## config.mk

```make
export PLATFORM = sky130hd
export DESIGN_NAME = spi_rx_word_packer_flat
export DESIGN_NICKNAME = d
export VERILOG_FILES = /design/src/rtl/spi_rx_word_packer_if.sv /design/src/rtl/spi_rx_word_packer.sv /design/src/flat_wrapper.sv
export SDC_FILE = /design/constraint.sdc
export NUM_CORES = 1
export LEC_CHECK = 0
export CAP_MARGIN = 20
export CORE_ASPECT_RATIO = 0.9
export CORE_MARGIN = 8
export CORE_UTILIZATION = 40
export CTS_CLUSTER_DIAMETER = 30
export CTS_CLUSTER_SIZE = 14
export DETAILED_ROUTE_END_ITERATION = 16
export GPL_ROUTABILITY_DRIVEN = 0
export PLACE_DENSITY = 0.6
export SLEW_MARGIN = 5
export SYNTH_ARGS = -nofsm -noshare
export SYNTH_HDL_FRONTEND = slang
export SYNTH_SLANG_ARGS = --single-unit
```

## constraint.sdc

```tcl
create_clock -name clk -period 11.5 [get_ports clk]
set_clock_uncertainty 0.15 [all_clocks]
set_input_delay 1.15 -clock clk [delete_from_list [all_inputs] [get_ports clk]]
set_output_delay 1.15 -clock clk [all_outputs]
set_load 0.05 [all_outputs]
```

## src/rtl/spi_rx_word_packer_if.sv

```systemverilog
// AXI4-Stream word channel from the SPI RX word packer to its consumer (DMA).
interface spi_rx_word_packer_if;
  logic [31:0] tdata;
  logic        tvalid;
  logic        tready;
  logic        tlast;

  modport master (
    output tdata,
    output tvalid,
    output tlast,
    input  tready
  );

  modport slave (
    input  tdata,
    input  tvalid,
    input  tlast,
    output tready
  );
endinterface

```

## src/rtl/spi_rx_word_packer.sv

```systemverilog
// Packs SPI RX bytes into 32-bit words, buffers them in a FWFT FIFO and streams them out,
// flagging the last word of each trigger frame with tlast.
module spi_rx_word_packer #(
  parameter int unsigned BYTES_PER_WORD  = 4,
  parameter int unsigned WORDS_PER_FRAME = 16,
  parameter int unsigned FIFO_DEPTH      = 8,
  parameter bit          MSB_FIRST       = 1'b1
) (
  input  logic                        clk,
  input  logic                        rst_n,
  input  logic                        i_RX_DV,
  input  logic [7:0]                  i_RX_Byte,
  input  logic                        i_frame_start,
  input  logic                        i_clear_overflow,
  spi_rx_word_packer_if.master        m_axis,
  output logic                        o_frame_done,
  output logic                        o_overflow
);

  localparam int unsigned AW  = $clog2(FIFO_DEPTH);
  localparam int unsigned BCW = (BYTES_PER_WORD > 1) ? $clog2(BYTES_PER_WORD) : 1;
  localparam int unsigned WCW = (WORDS_PER_FRAME > 1) ? $clog2(WORDS_PER_FRAME) : 1;

  localparam logic [BCW-1:0] LastByte = BCW'(BYTES_PER_WORD - 1);
  localparam logic [WCW-1:0] LastWord = WCW'(WORDS_PER_FRAME - 1);
  localparam logic [AW:0]    DepthCnt = (AW + 1)'(FIFO_DEPTH);

  // Reset synchronizer: assertion is asynchronous, release is aligned to clk.
  logic [1:0] r_rst_sync;
  logic       w_rst_n;

  always_ff @(posedge clk or negedge rst_n) begin
    if (!rst_n) begin
      r_rst_sync <= 2'b00;
    end else begin
      r_rst_sync <= {r_rst_sync[0], 1'b1};
    end
  end

  assign w_rst_n = r_rst_sync[1];

  // Byte assembly
  logic [BCW-1:0] r_byte_cnt;
  logic [WCW-1:0] r_word_cnt;
  logic [31:0]    r_shift;
  logic [31:0]    w_shift_base;
  logic [31:0]    w_shift_nxt;
  logic           w_word_done;
  logic           w_word_last;

  always_comb begin
    w_shift_base = i_frame_start ? 32'h0 : r_shift;
    if (MSB_FIRST) begin
      w_shift_nxt = {w_shift_base[23:0], i_RX_Byte};
    end else begin
      w_shift_nxt = {i_RX_Byte, w_shift_base[31:8]};
    end
    // A byte arriving with i_frame_start is byte 0 of the new frame, never a word end.
    w_word_done = i_RX_DV && !i_frame_start && (r_byte_cnt == LastByte);
    w_word_last = (r_word_cnt == LastWord);
  end

  always_ff @(posedge clk or negedge w_rst_n) begin
    if (!w_rst_n) begin
      r_byte_cnt <= '0;
      r_word_cnt <= '0;
      r_shift    <= 32'h0;
    end else if (i_frame_start) begin
      r_word_cnt <= '0;
      r_byte_cnt <= i_RX_DV ? BCW'(1) : '0;
      r_shift    <= i_RX_DV ? w_shift_nxt : 32'h0;
    end else if (i_RX_DV) begin
      r_shift    <= w_shift_nxt;
      r_byte_cnt <= (r_byte_cnt == LastByte) ? '0 : r_byte_cnt + BCW'(1);
      if (w_word_done) begin
        r_word_cnt <= w_word_last ? '0 : r_word_cnt + WCW'(1);
      end
    end
  end

  // Completed word staged for one cycle before the FIFO write
  logic        r_push;
  logic        r_push_last;
  logic [31:0] r_push_data;

  always_ff @(posedge clk or negedge w_rst_n) begin
    if (!w_rst_n) begin
      r_push      <= 1'b0;
      r_push_last <= 1'b0;
      r_push_data <= 32'h0;
    end else begin
      r_push <= w_word_done;
      if (w_word_done) begin
        r_push_last <= w_word_last;
        r_push_data <= w_shift_nxt;
      end
    end
  end

  // Word FIFO
  logic [31:0]   r_mem_data [FIFO_DEPTH];
  logic          r_mem_last [FIFO_DEPTH];
  logic [AW:0]   r_wr_ptr;
  logic [AW:0]   r_rd_ptr;
  logic [AW-1:0] w_wr_idx;
  logic [AW-1:0] w_rd_idx;
  logic          w_full;
  logic          w_empty;
  logic          w_wr_en;
  logic          w_rd_en;

  always_comb begin
    w_wr_idx = r_wr_ptr[AW-1:0];
    w_rd_idx = r_rd_ptr[AW-1:0];
    w_empty  = (r_wr_ptr == r_rd_ptr);
    w_full   = (r_wr_ptr[AW] != r_rd_ptr[AW]) && (w_wr_idx == w_rd_idx);
    // Full is judged before any same-cycle pop, so a push into a full FIFO always drops.
    w_wr_en  = r_push && !w_full;
    w_rd_en  = !w_empty && m_axis.tready;
  end

  always_ff @(posedge clk or negedge w_rst_n) begin
    if (!w_rst_n) begin
      for (int i = 0; i < FIFO_DEPTH; i++) begin
        r_mem_data[i] <= 32'h0;
        r_mem_last[i] <= 1'b0;
      end
    end else if (w_wr_en) begin
      r_mem_data[w_wr_idx] <= r_push_data;
      r_mem_last[w_wr_idx] <= r_push_last;
    end
  end

  always_ff @(posedge clk or negedge w_rst_n) begin
    if (!w_rst_n) begin
      r_wr_ptr <= '0;
      r_rd_ptr <= '0;
    end else begin
      if (w_wr_en) begin
        r_wr_ptr <= r_wr_ptr + (AW + 1)'(1);
      end
      if (w_rd_en) begin
        r_rd_ptr <= r_rd_ptr + (AW + 1)'(1);
      end
    end
  end

  // Status: frame_done tracks the frame boundary even when the last word is dropped
  logic r_frame_done;
  logic r_overflow;

  always_ff @(posedge clk or negedge w_rst_n) begin
    if (!w_rst_n) begin
      r_frame_done <= 1'b0;
      r_overflow   <= 1'b0;
    end else begin
      r_frame_done <= r_push && r_push_last;
      if (r_push && w_full) begin
        r_overflow <= 1'b1;
      end else if (i_clear_overflow) begin
        r_overflow <= 1'b0;
      end
    end
  end

  assign m_axis.tvalid = !w_empty;
  assign m_axis.tdata  = r_mem_data[w_rd_idx];
  assign m_axis.tlast  = r_mem_last[w_rd_idx];
  assign o_frame_done  = r_frame_done;
  assign o_overflow    = r_overflow;

`ifndef SYNTHESIS
  a_stall_stable: assert property (@(posedge clk) disable iff (!w_rst_n)
    (m_axis.tvalid && !m_axis.tready) |=>
      (m_axis.tvalid && $stable(m_axis.tdata) && $stable(m_axis.tlast)));

  a_no_overrun: assert property (@(posedge clk) disable iff (!w_rst_n)
    ((r_wr_ptr - r_rd_ptr) <= DepthCnt));
`endif

endmodule

```

## src/flat_wrapper.sv

```systemverilog
// flat-port wrapper written by rule: the top's interface ports become plain ports
module spi_rx_word_packer_flat 
#(
  parameter int unsigned BYTES_PER_WORD  = 4,
  parameter int unsigned WORDS_PER_FRAME = 16,
  parameter int unsigned FIFO_DEPTH      = 8,
  parameter bit          MSB_FIRST       = 1'b1
)
  (clk, rst_n, i_RX_DV, i_RX_Byte, i_frame_start, i_clear_overflow, o_frame_done, o_overflow, m_axis_tdata, m_axis_tvalid, m_axis_tlast, m_axis_tready);
  spi_rx_word_packer_if m_axis_i ();
  input  logic clk;
  input  logic rst_n;
  input  logic i_RX_DV;
  input  logic [7:0] i_RX_Byte;
  input  logic i_frame_start;
  input  logic i_clear_overflow;
  output logic o_frame_done;
  output logic o_overflow;
  output wire logic [$bits(m_axis_i.tdata)-1:0] m_axis_tdata;
  output wire logic [$bits(m_axis_i.tvalid)-1:0] m_axis_tvalid;
  output wire logic [$bits(m_axis_i.tlast)-1:0] m_axis_tlast;
  input wire logic [$bits(m_axis_i.tready)-1:0] m_axis_tready;
  assign m_axis_tdata = m_axis_i.tdata;
  assign m_axis_tvalid = m_axis_i.tvalid;
  assign m_axis_tlast = m_axis_i.tlast;
  assign m_axis_i.tready = m_axis_tready;
  spi_rx_word_packer #(.BYTES_PER_WORD(BYTES_PER_WORD), .WORDS_PER_FRAME(WORDS_PER_FRAME), .FIFO_DEPTH(FIFO_DEPTH), .MSB_FIRST(MSB_FIRST)) u_core (.clk(clk), .rst_n(rst_n), .i_RX_DV(i_RX_DV), .i_RX_Byte(i_RX_Byte), .i_frame_start(i_frame_start), .i_clear_overflow(i_clear_overflow), .m_axis(m_axis_i), .o_frame_done(o_frame_done), .o_overflow(o_overflow));
endmodule
```

==> key figures, run 1 <==
Status
  – Status: finished clean

Routing
  – Via count: 8413
  – DRT antenna net count: 0
  – Via density: 5.21
  – DRC errors left: 0
  – Drt total wl: 33000 um
  – Routed len/inst: 20.4 um
  – TritonRoute pass-1 iters: 6
  – DRT iter0 DRCs: 599

Floorplan
  – Io pins: 50
  – Die Footprint: 0.0441 mm2
  – Height of the chip: 200 um
  – Die Wd: 220 um
  – Row cnt: 67
  – Initial Util: 40.5%
  – Core area: 0.0371 mm2

Synthesis
  – Synth Register Bits: 340
  – Cell Area, Synth: 0.0150 mm2
  – Average cell area after synthesis: 15.2 um2
  – Ys Warns: 0
  – Post-synthesis cell count: 993
  – Post-Syn Nets: 1011
  – Post-synthesis sequential area ratio: 56.6%
  – Synth cell types: 38

Timing
  – Worst relative slew slack: 40.1%
  – Maximum clock rate: 192 MHz
  – TNS Setup: 0 ps
  – Actual slew at the worst max-slew pin: 899 ps
  – Period minus WS final: 5200 ps
  – Fin crit share: 45.2%
  – Final Hold Vio Count: 0
  – Setup-failing EPs final: 0
  – RSZ-0062 raised after global routing: false
  – Final worst slack: 6300 ps
  – Slew Viols, Final: 0

Global routing
  – Largest net degree at the start of global routing: 85
  – Initial antenna violation count: 1
  – Gr ovfl total: 0
  – GRT Resource Usage Total: 15.7%
  – Vias in the first global route: 9073
  – First-pass GRT wire length: 53800 um

Critical path
  – Max incr delay on CP: 850 ps
  – Cell Chain, Critical Path: buf_4 > mux4_2 > mux2_2 > clkdlybuf4s50_1
  – Critical path required time: 10200 ps
  – Family with the most delay on the worst path: buffers and inverters
  – Worst Path Buf+Inv: 2
  – Crit path kind: reg2out
  – Worst Setup End Kind: output pin
  – Crit-path slowest cell: dfrtp_4
  – Critical Path Fanout Max: 40
  – Critical Path AT: 3900 ps
  – Setup crit start kind: register

Placed design
  – Placed Instance Area: 0.0159 mm2
  – Place WS: 6800 ps
  – HPWL after DPL: 17700 um
  – Number of port buffers: 49

Clock tree
  – Post-CTS Resized: 0
  – Clk sinks: 340
  – Num CTS Buffers: 77
  – CTS Buffer Depth: 3
  – Hold buffers post-CTS: 0
  – Post-CTS Setup Bufs: 0
  – Skew-Pair Late Insertion Delay: 590 ps
  – Clock slew at reported path FFs: 40 ps
  – Clock root buffer: clkbuf_16
  – CTS tree: yes
  – H-tree depth: 3

Finish
  – Fin nets: 1091
  – Layout cell share with drive strength beyond 1: 45.8%
  – Layout area overhead: 24.3%
  – Diodes inserted: 0
  – Fin area: 0.0187 mm2
  – Fillers: 3132

Worst hold path
  – HP Class: reg2reg

Pwr
  – Pwr Density: 224 mW/mm2
  – Final Power: 4190 uW
  – Lkg Pwr: 0.00909 uW
  – Maximum vdd ir drop: 100 uV

Job
  – Max-cap violations: 0
## area by class of cell
type	instances	area [um2]	share of cell area, %
clock buffer	92	2070	11.1
clock inverter	46	616	3.29
inverter	2	7.51	0.0401
multi-input combinational	585	6210	33.2
sequential	340	8520	45.6
tap	483	604	3.23
timing repair buffer	67	661	3.53
## flip-flops by register name, summed over array words and instances (netlist names)
signal	flops
u_core.r_push_last	1
u_core.r_push_data	32
u_core.r_mem_last	8
u_core.o_frame_done	1
u_core.r_push	1
u_core.r_wr_ptr	4
u_core.o_overflow	1
u_core.r_mem_data	256
u_core.r_byte_cnt	2
u_core.r_word_cnt	4
u_core.r_shift	24
u_core.r_rd_ptr	4
u_core.r_rst_sync	2
## layer usage
layer | part of all wire (%) | wire, um | vias to the layer above | GRT usage [%]
li1 | - | - | 3765 | -
met1 | 47 | 15600 | 4434 | 21.8
met2 | 46 | 15200 | 140 | 23.9
met3 | 4.2 | 1380 | 72 | 3.65
met4 | 2.5 | 838 | 2 | 5.86
met5 | 0.030 | 10 | - | 0
## worst register-to-register path: stages (launching register included)
cell and delay, ps:
dfrtp_4 830, buf_12 350, xor2_2 140, nor4_4 500, or4_2 240, buf_4 620, mux2_2 420
## worst paths after layout
kind | slack [ps] | to | start | cells past startpoint
setup / recovery | 6300 | m_axis_tdata[18] | u_core.r_rd_ptr[0] | 4
max in group asynchronous | 8710 | u_core.r_mem_data[236] | u_core.r_rst_sync[1] | 2
min in group asynchronous | 250 | u_core.r_mem_data[126] | u_core.r_rst_sync[1] | 0
hold reg to reg | 200 | u_core.r_rst_sync[1] | u_core.r_rst_sync[0] | 0
setup reg to reg | 8120 | u_core.r_mem_data[160] | u_core.r_rd_ptr[1] | 6
hold / removal | 200 | u_core.r_rst_sync[1] | u_core.r_rst_sync[0] | 0
## cells in the final DEF (no fill, tap or decap), drive strengths merged, types with 7 or more instances in the layout
master / instances
clkdlybuf4s50: 48
mux2: 299
inv: 9
nand2: 112
clkinvlp: 8
nand3: 7
o21ai: 11
nand2b: 9
buf: 19
clkbuf: 92
mux4: 66
mux2i: 17
xnor2: 8
nor2: 21
bufinv: 11
xor2: 8
dfrtp: 340
clkinv: 20
## per-stage QoR
stage,util [%],cells,hold slack [ps]
2_1_floorplan,-,993,181
3_3_place_gp,42.9,1474,183
3_5_place_dp,42.9,1474,189
4_1_cts,50.2,1612,205
5_1_grt,50.3,1615,220
6_report,50.3,1615,202
## cells by family after synthesis
group | Yosys count | share of synthesized area (%)
AO/OA/AOI/OAI | 16 | 0.557
XOR/XNOR | 16 | 1.16
adder cells (fa/ha/maj) | 4 | 0.333
buffers and inverters | 68 | 2.27
flip-flops | 340 | 56.6
multiplexers | 382 | 34.1
other | 1 | 0.0249
AND/OR/NAND/NOR | 166 | 4.97
## cells in the mapped netlist
cell type | instances | area, um2
or2_2 | 1 | 6.26
and2_1 | 1 | 6.26
nand4b_1 | 1 | 8.76
nor3b_2 | 1 | 12.5
buf_2 | 30 | 150
mux2_1 | 12 | 135
dfrtp_1 | 340 | 8510
xor2_2 | 2 | 32.5
nand3_1 | 7 | 35.0
or3_1 | 2 | 12.5
o41ai_1 | 1 | 8.76
nor4b_4 | 1 | 23.8
nand2_1 | 112 | 420
buf_1 | 5 | 18.8
nand3b_1 | 1 | 7.51
nand4_1 | 2 | 12.5
mux2_2 | 257 | 2890
nor3b_1 | 2 | 15.0
o21ai_0 | 11 | 55.1
inv_1 | 2 | 7.51
clkbuf_1 | 22 | 82.6
nor4_4 | 1 | 21.3
or4_1 | 1 | 7.51
nand2b_1 | 9 | 56.3
mux2_4 | 30 | 450
mux4_2 | 66 | 1490
xnor2_1 | 8 | 70.1
a21oi_1 | 4 | 20.0
xor2_1 | 5 | 43.8
and3_1 | 2 | 12.5
nor4bb_1 | 1 | 10.0
conb_1 | 1 | 3.75
xor2_4 | 1 | 27.5
mux2i_1 | 17 | 170
buf_4 | 5 | 37.5
ha_1 | 4 | 50.1
nor2_1 | 21 | 78.8
buf_6 | 4 | 45.0
## power breakdown
group          switching, uW  leakage [uW]  total [uW]  internal, uW
combinational            244       0.00309         484           240
clock                    703       0.00131        2240          1540
sequential               183       0.00469        1460          1280
Note: power is estimated with default switching activity, not from simulation.
==> run 2: changes to the inputs <==
- clock period: 11.5 -> 5.4 ns (I/O delays scaled with it)
==> run 2 against run 1 <==
Utilization decreased by 0.37 points. Combinational power grew 97%. Sequential cell count unchanged. Register-to-register slack worse by 6400 ps. Clock power is 99% higher. Design area decreased by 0.73%. Die area stayed put. Power increased by 110%. Routed wire length down 0.42%. Count of clock-buffer cells in the layout fell by 2. Largest power group unchanged.
==> key figures, run 2 (same netlist as run 1, synthesis figures left out) <==
Finish
  – Layout area overhead: 23.4%
  – Layout cell share with drive strength beyond 1: 45.6%
  – Final Util: 50.0%
  – Fin nets: 1089
  – Largest Register: u_core.r_mem_data
  – Diodes inserted: 0
  – Regs by FF count: u_core.r_mem_data x256, u_core.r_push_data x32, u_core.r_shift x24
  – Multi-input logic area: 0.00621 mm2
  – Commonest cells after routing, fill and taps aside: dfrtp_1 (336), mux2_2 (257), nand2_1 (111), clkbuf_16 (72), mux4_2 (66)
  – Max FFs per register: 256
  – Commonest non-fill, non-tap cell in the layout: dfrtp_1
  – Fin cells: 1611
  – Fillers: 3196
  – FF+latch area: 0.00852 mm2

Status
  – Status: finished clean

Timing
  – Actual slew at the worst max-slew pin: 1100 ps
  – TNS Setup: 0 ps
  – Final worst slack: 1170 ps
  – Worst relative slew slack: 26.4%
  – Worst hold slack: 123 ps
  – Fin crit share: 78.4%
  – Setup-failing EPs final: 0
  – Period minus WS final: 4230 ps
  – Slew Viols, Final: 0
  – Maximum clock rate: 236 MHz
  – RSZ-0062 raised after global routing: false
  – Final Hold Vio Count: 0

Clock tree
  – Clock root buffer: clkbuf_16
  – CTS Buffer Depth: 3
  – Skew-Pair Late Insertion Delay: 550 ps
  – Post-CTS Resized: 0
  – Post-CTS Setup Bufs: 0
  – Clock slew at reported path FFs: 50 ps
  – CTS tree: yes
  – Num CTS Buffers: 71
  – H-tree depth: 3
  – Clk sinks: 340

Floorplan
  – Die Footprint: 0.0441 mm2
  – Height of the chip: 200 um
  – Die Wd: 220 um
  – Io pins: 50
  – Row cnt: 67
  – Core area: 0.0371 mm2
  – Initial Util: 40.5%

Critical path
  – Crit path kind: reg2out
  – Critical Path AT: 3540 ps
  – Setup crit start kind: register
  – Critical Path Fanout Max: 41
  – Reg-to-reg slack, setup: 1750 ps
  – FF-to-FF path depth: 5
  – Critical path required time: 4710 ps
  – Worst Setup End Kind: output pin
  – Reg2reg start: u_core.r_rd_ptr[0]
  – Reg2reg end: u_core.r_mem_data[160]

Routing
  – DRC errors left: 0
  – Via count: 8401
  – DRT antenna net count: 0
  – Routed len/inst: 20.4 um
  – Via density: 5.21
  – Drt total wl: 32900 um
  – DRT iter0 DRCs: 479
  – TritonRoute pass-1 iters: 4

Worst hold path
  – HP Class: reg2async

Pwr
  – Pwr Density: 464 mW/mm2
  – Lkg Pwr: 0.00903 uW
  – Maximum vdd ir drop: 260 uV

Global routing
  – Gr ovfl total: 0
  – First-pass GRT wire length: 53900 um
  – Vias in the first global route: 9139
  – GRT Resource Usage Total: 15.7%
  – Initial antenna violation count: 0
  – Largest net degree at the start of global routing: 134

Placed design
  – HPWL after DPL: 19100 um
  – Number of port buffers: 49
  – Place WS: 1660 ps
  – Placed Cells incl. Taps: 1479

Job
  – Max-cap violations: 0
run 2: final cells by class:
type / count / area share, %
clock buffer: 90 / 10.7
timing repair buffer: 71 / 3.87
inverter: 2 / 0.0404
clock inverter: 40 / 2.78
tap: 483 / 3.26
sequential: 340 / 45.9
multi-input combinational: 585 / 33.5
run 2: how the worst max path moves through the flow:
stage                              start             endpoint  cells after the start
finish                u_core.r_rd_ptr[0]     m_axis_tdata[10]                      4
global route          u_core.r_rd_ptr[0]     m_axis_tdata[23]                      4
CTS                   u_core.r_rd_ptr[0]     m_axis_tdata[23]                      4
detailed placement    u_core.r_rd_ptr[0]     m_axis_tdata[10]                      4
global placement      u_core.r_rd_ptr[0]     m_axis_tdata[23]                      4
floorplan           u_core.r_rst_sync[1]  u_core.o_frame_done                      0
run 2: critical path, stage by stage (launching register included):
cell and delay, ps:
dfrtp_4 1000, buf_4 420, mux4_2 550, mux2_2 290, clkdlybuf4s50_1 710
run 2: repair_timing:
action | 4_1_cts | 5_1_grt
hold buffers | 1 | 0
hold endpoints to repair | 2 | 0
setup endpoints to repair | 0 | 0
run 2: stage by stage:
stage	power [uW]	cell area, um2
2_1_floorplan	3860	15000
3_3_place_gp	4190	16000
3_5_place_dp	4210	16000
4_1_cts	8750	18500
5_1_grt	8980	18600
6_report	8610	18600
run 2: where the power goes:
part,internal (uW),switching (uW)
registers,2730,461
logic,514,441
clock network,3070,1390
run 2: per-layer routing:
metal / vias to the layer above / global-route usage (%) / part of all wire (%)
met1: 4450 / 22.3 / 48
met4: 0 / 5.52 / 2.5
met5: - / 0 / 0
met2: 143 / 24.0 / 46
li1: 3742 / - / -
met3: 66 / 3.01 / 3.9
==> run 3: changes to the inputs <==
- clock period: 5.4 -> 4.3 ns (I/O delays scaled with it)
==> run 3 against run 2 <==
Utilization is 0.40 points higher. Power increased by 28%. Via count grew 0.27%. Count of clock-buffer cells in the layout up 7. First-iteration DRC count decreased by 1.0%. Sequential share of layout area decreased by 0.37 points. Routed wire length increased by 2.6%. Sequential cell count unchanged. Cell count is 0.56% higher. Global-route usage is 0.27 points higher. Register-to-register slack worse by 600 ps. Largest cell class unchanged. Highest routed layer unchanged.
==> key figures, run 3 (same netlist as run 1, synthesis figures left out) <==
Status
  – Status: finished clean

Timing
  – Period minus WS final: 3780 ps
  – Actual slew at the worst max-slew pin: 943 ps
  – TNS Setup: 0 ps
  – RSZ-0062 raised after global routing: false
  – Fin crit share: 87.9%
  – Setup-failing EPs final: 0
  – Worst relative slew slack: 37.1%
  – Final Hold Vio Count: 0
  – Final worst slack: 520 ps
  – Maximum clock rate: 265 MHz
  – Slew Viols, Final: 0

Finish
  – Max FFs per register: 256
  – Layout cell share with drive strength beyond 1: 45.5%
  – Largest Register: u_core.r_mem_data
  – Regs by FF count: u_core.r_mem_data x256, u_core.r_push_data x32, u_core.r_shift x24
  – Diodes inserted: 0
  – FF+latch area: 0.00852 mm2
  – Fin nets: 1094
  – Fillers: 3112
  – Multi-input logic area: 0.00621 mm2
  – Final Util: 50.4%
  – Fin area: 0.0187 mm2
  – Commonest non-fill, non-tap cell in the layout: dfrtp_1
  – Fin cells: 1620
  – Commonest cells after routing, fill and taps aside: dfrtp_1 (336), mux2_2 (257), nand2_1 (111), clkbuf_16 (75), mux4_2 (66)
  – Layout area overhead: 24.4%

Clock tree
  – CTS tree: yes
  – Clock root buffer: clkbuf_16
  – Hold buffers post-CTS: 1
  – Post-CTS Resized: 0
  – H-tree depth: 3
  – Clock slew at reported path FFs: 50 ps
  – Skew-Pair Late Insertion Delay: 570 ps
  – CTS Buffer Depth: 3
  – Num CTS Buffers: 73
  – Post-CTS Setup Bufs: 0
  – Clk sinks: 340

Placed design
  – Number of port buffers: 49
  – Placed Instance Area: 0.0161 mm2
  – Placed Cells incl. Taps: 1483
  – HPWL after DPL: 19200 um
  – Place WS: 1050 ps

Critical path
  – Reg-to-reg slack, setup: 1150 ps
  – Worst Path Buf+Inv: 2
  – Critical Path AT: 3200 ps
  – Critical path required time: 3720 ps
  – Critical Path Fanout Max: 25
  – Max incr delay on CP: 780 ps
  – Crit path kind: reg2out
  – Crit-path slowest cell: dfrtp_4
  – Worst Setup End Kind: output pin
  – Family with the most delay on the worst path: buffers and inverters
  – Cell Chain, Critical Path: buf_12 > mux4_2 > mux2_2 > clkdlybuf4s50_1
  – Setup crit start kind: register

Routing
  – Via count: 8424
  – Routed len/inst: 20.8 um
  – DRT antenna net count: 0
  – TritonRoute pass-1 iters: 4
  – Drt total wl: 33700 um
  – Via density: 5.20
  – DRT iter0 DRCs: 474
  – DRC errors left: 0

Floorplan
  – Height of the chip: 200 um
  – Core area: 0.0371 mm2
  – Die Footprint: 0.0441 mm2
  – Initial Util: 40.5%
  – Io pins: 50
  – Row cnt: 67
  – Die Wd: 220 um

Global routing
  – First-pass GRT wire length: 54600 um
  – Initial antenna violation count: 1
  – GRT Resource Usage Total: 16.0%
  – Vias in the first global route: 9168
  – Gr ovfl total: 0
  – Largest net degree at the start of global routing: 100

Pwr
  – Lkg Pwr: 0.00906 uW
  – Maximum vdd ir drop: 292 uV
  – Pwr Density: 589 mW/mm2

Worst hold path
  – HP Class: in2reg

Job
  – Max-cap violations: 0
==> run 3: worst reg2reg max path, delay by kind of cell, from the launching register on <==
family / cells / cell delay (ps)
DFF: 1 / 690
xor gates and xnor gates: 1 / 250
buffers and inverters: 1 / 320
muxes: 1 / 360
and+or+nand+nor: 2 / 1270
==> run 3: through the flow <==
stage               power (uW)  hold slack [ps]
finish                   11000              108
floorplan                 4850            -15.6
global placement          5300              184
CTS                      11200             86.1
global route             11500              145
detailed placement        5320              186
==> run 3: path summary, 6_finish.rpt <==
| kind | from | endpoint | cells after the start |
|---|---|---|---|
| worst min register to register | u_core.r_rst_sync[0] | u_core.r_rst_sync[1] | 0 |
| worst min-delay path | i_RX_DV | u_core.r_word_cnt[1] | 4 |
| min in group asynchronous | u_core.r_rst_sync[1] | u_core.r_mem_data[93] | 0 |
| worst max-delay path | u_core.r_rd_ptr[0] | m_axis_tdata[29] | 4 |
| worst max register to register | u_core.r_rd_ptr[0] | u_core.r_mem_last[5] | 5 |
| max in group asynchronous | u_core.r_rst_sync[1] | u_core.r_mem_data[47] | 1 |
==> run 3: where the power goes <==
group          internal (uW)  switching [uW]
Combinational            679             667
Clock                   3960            1810
Sequential              3430             471
==> run 3: layout make-up <==
cell class | instances | share of cell area (%)
well taps | 483 | 3.23
clock buffers | 97 | 11.0
repair buffers | 74 | 4.15
inverters | 2 | 0.0401
multi-input cells | 585 | 33.2
flip-flops and latches | 340 | 45.5
clock inverters | 39 | 2.88
==> run 3: per-layer routing <==
metal | track usage [%] | vias up | part of all wire (%)
li1 | - | 3765 | -
met1 | 23.4 | 4431 | 50
met2 | 23.4 | 152 | 44
met3 | 2.86 | 76 | 3.4
met4 | 6.11 | 0 | 2.8
met5 | 0 | - | 0
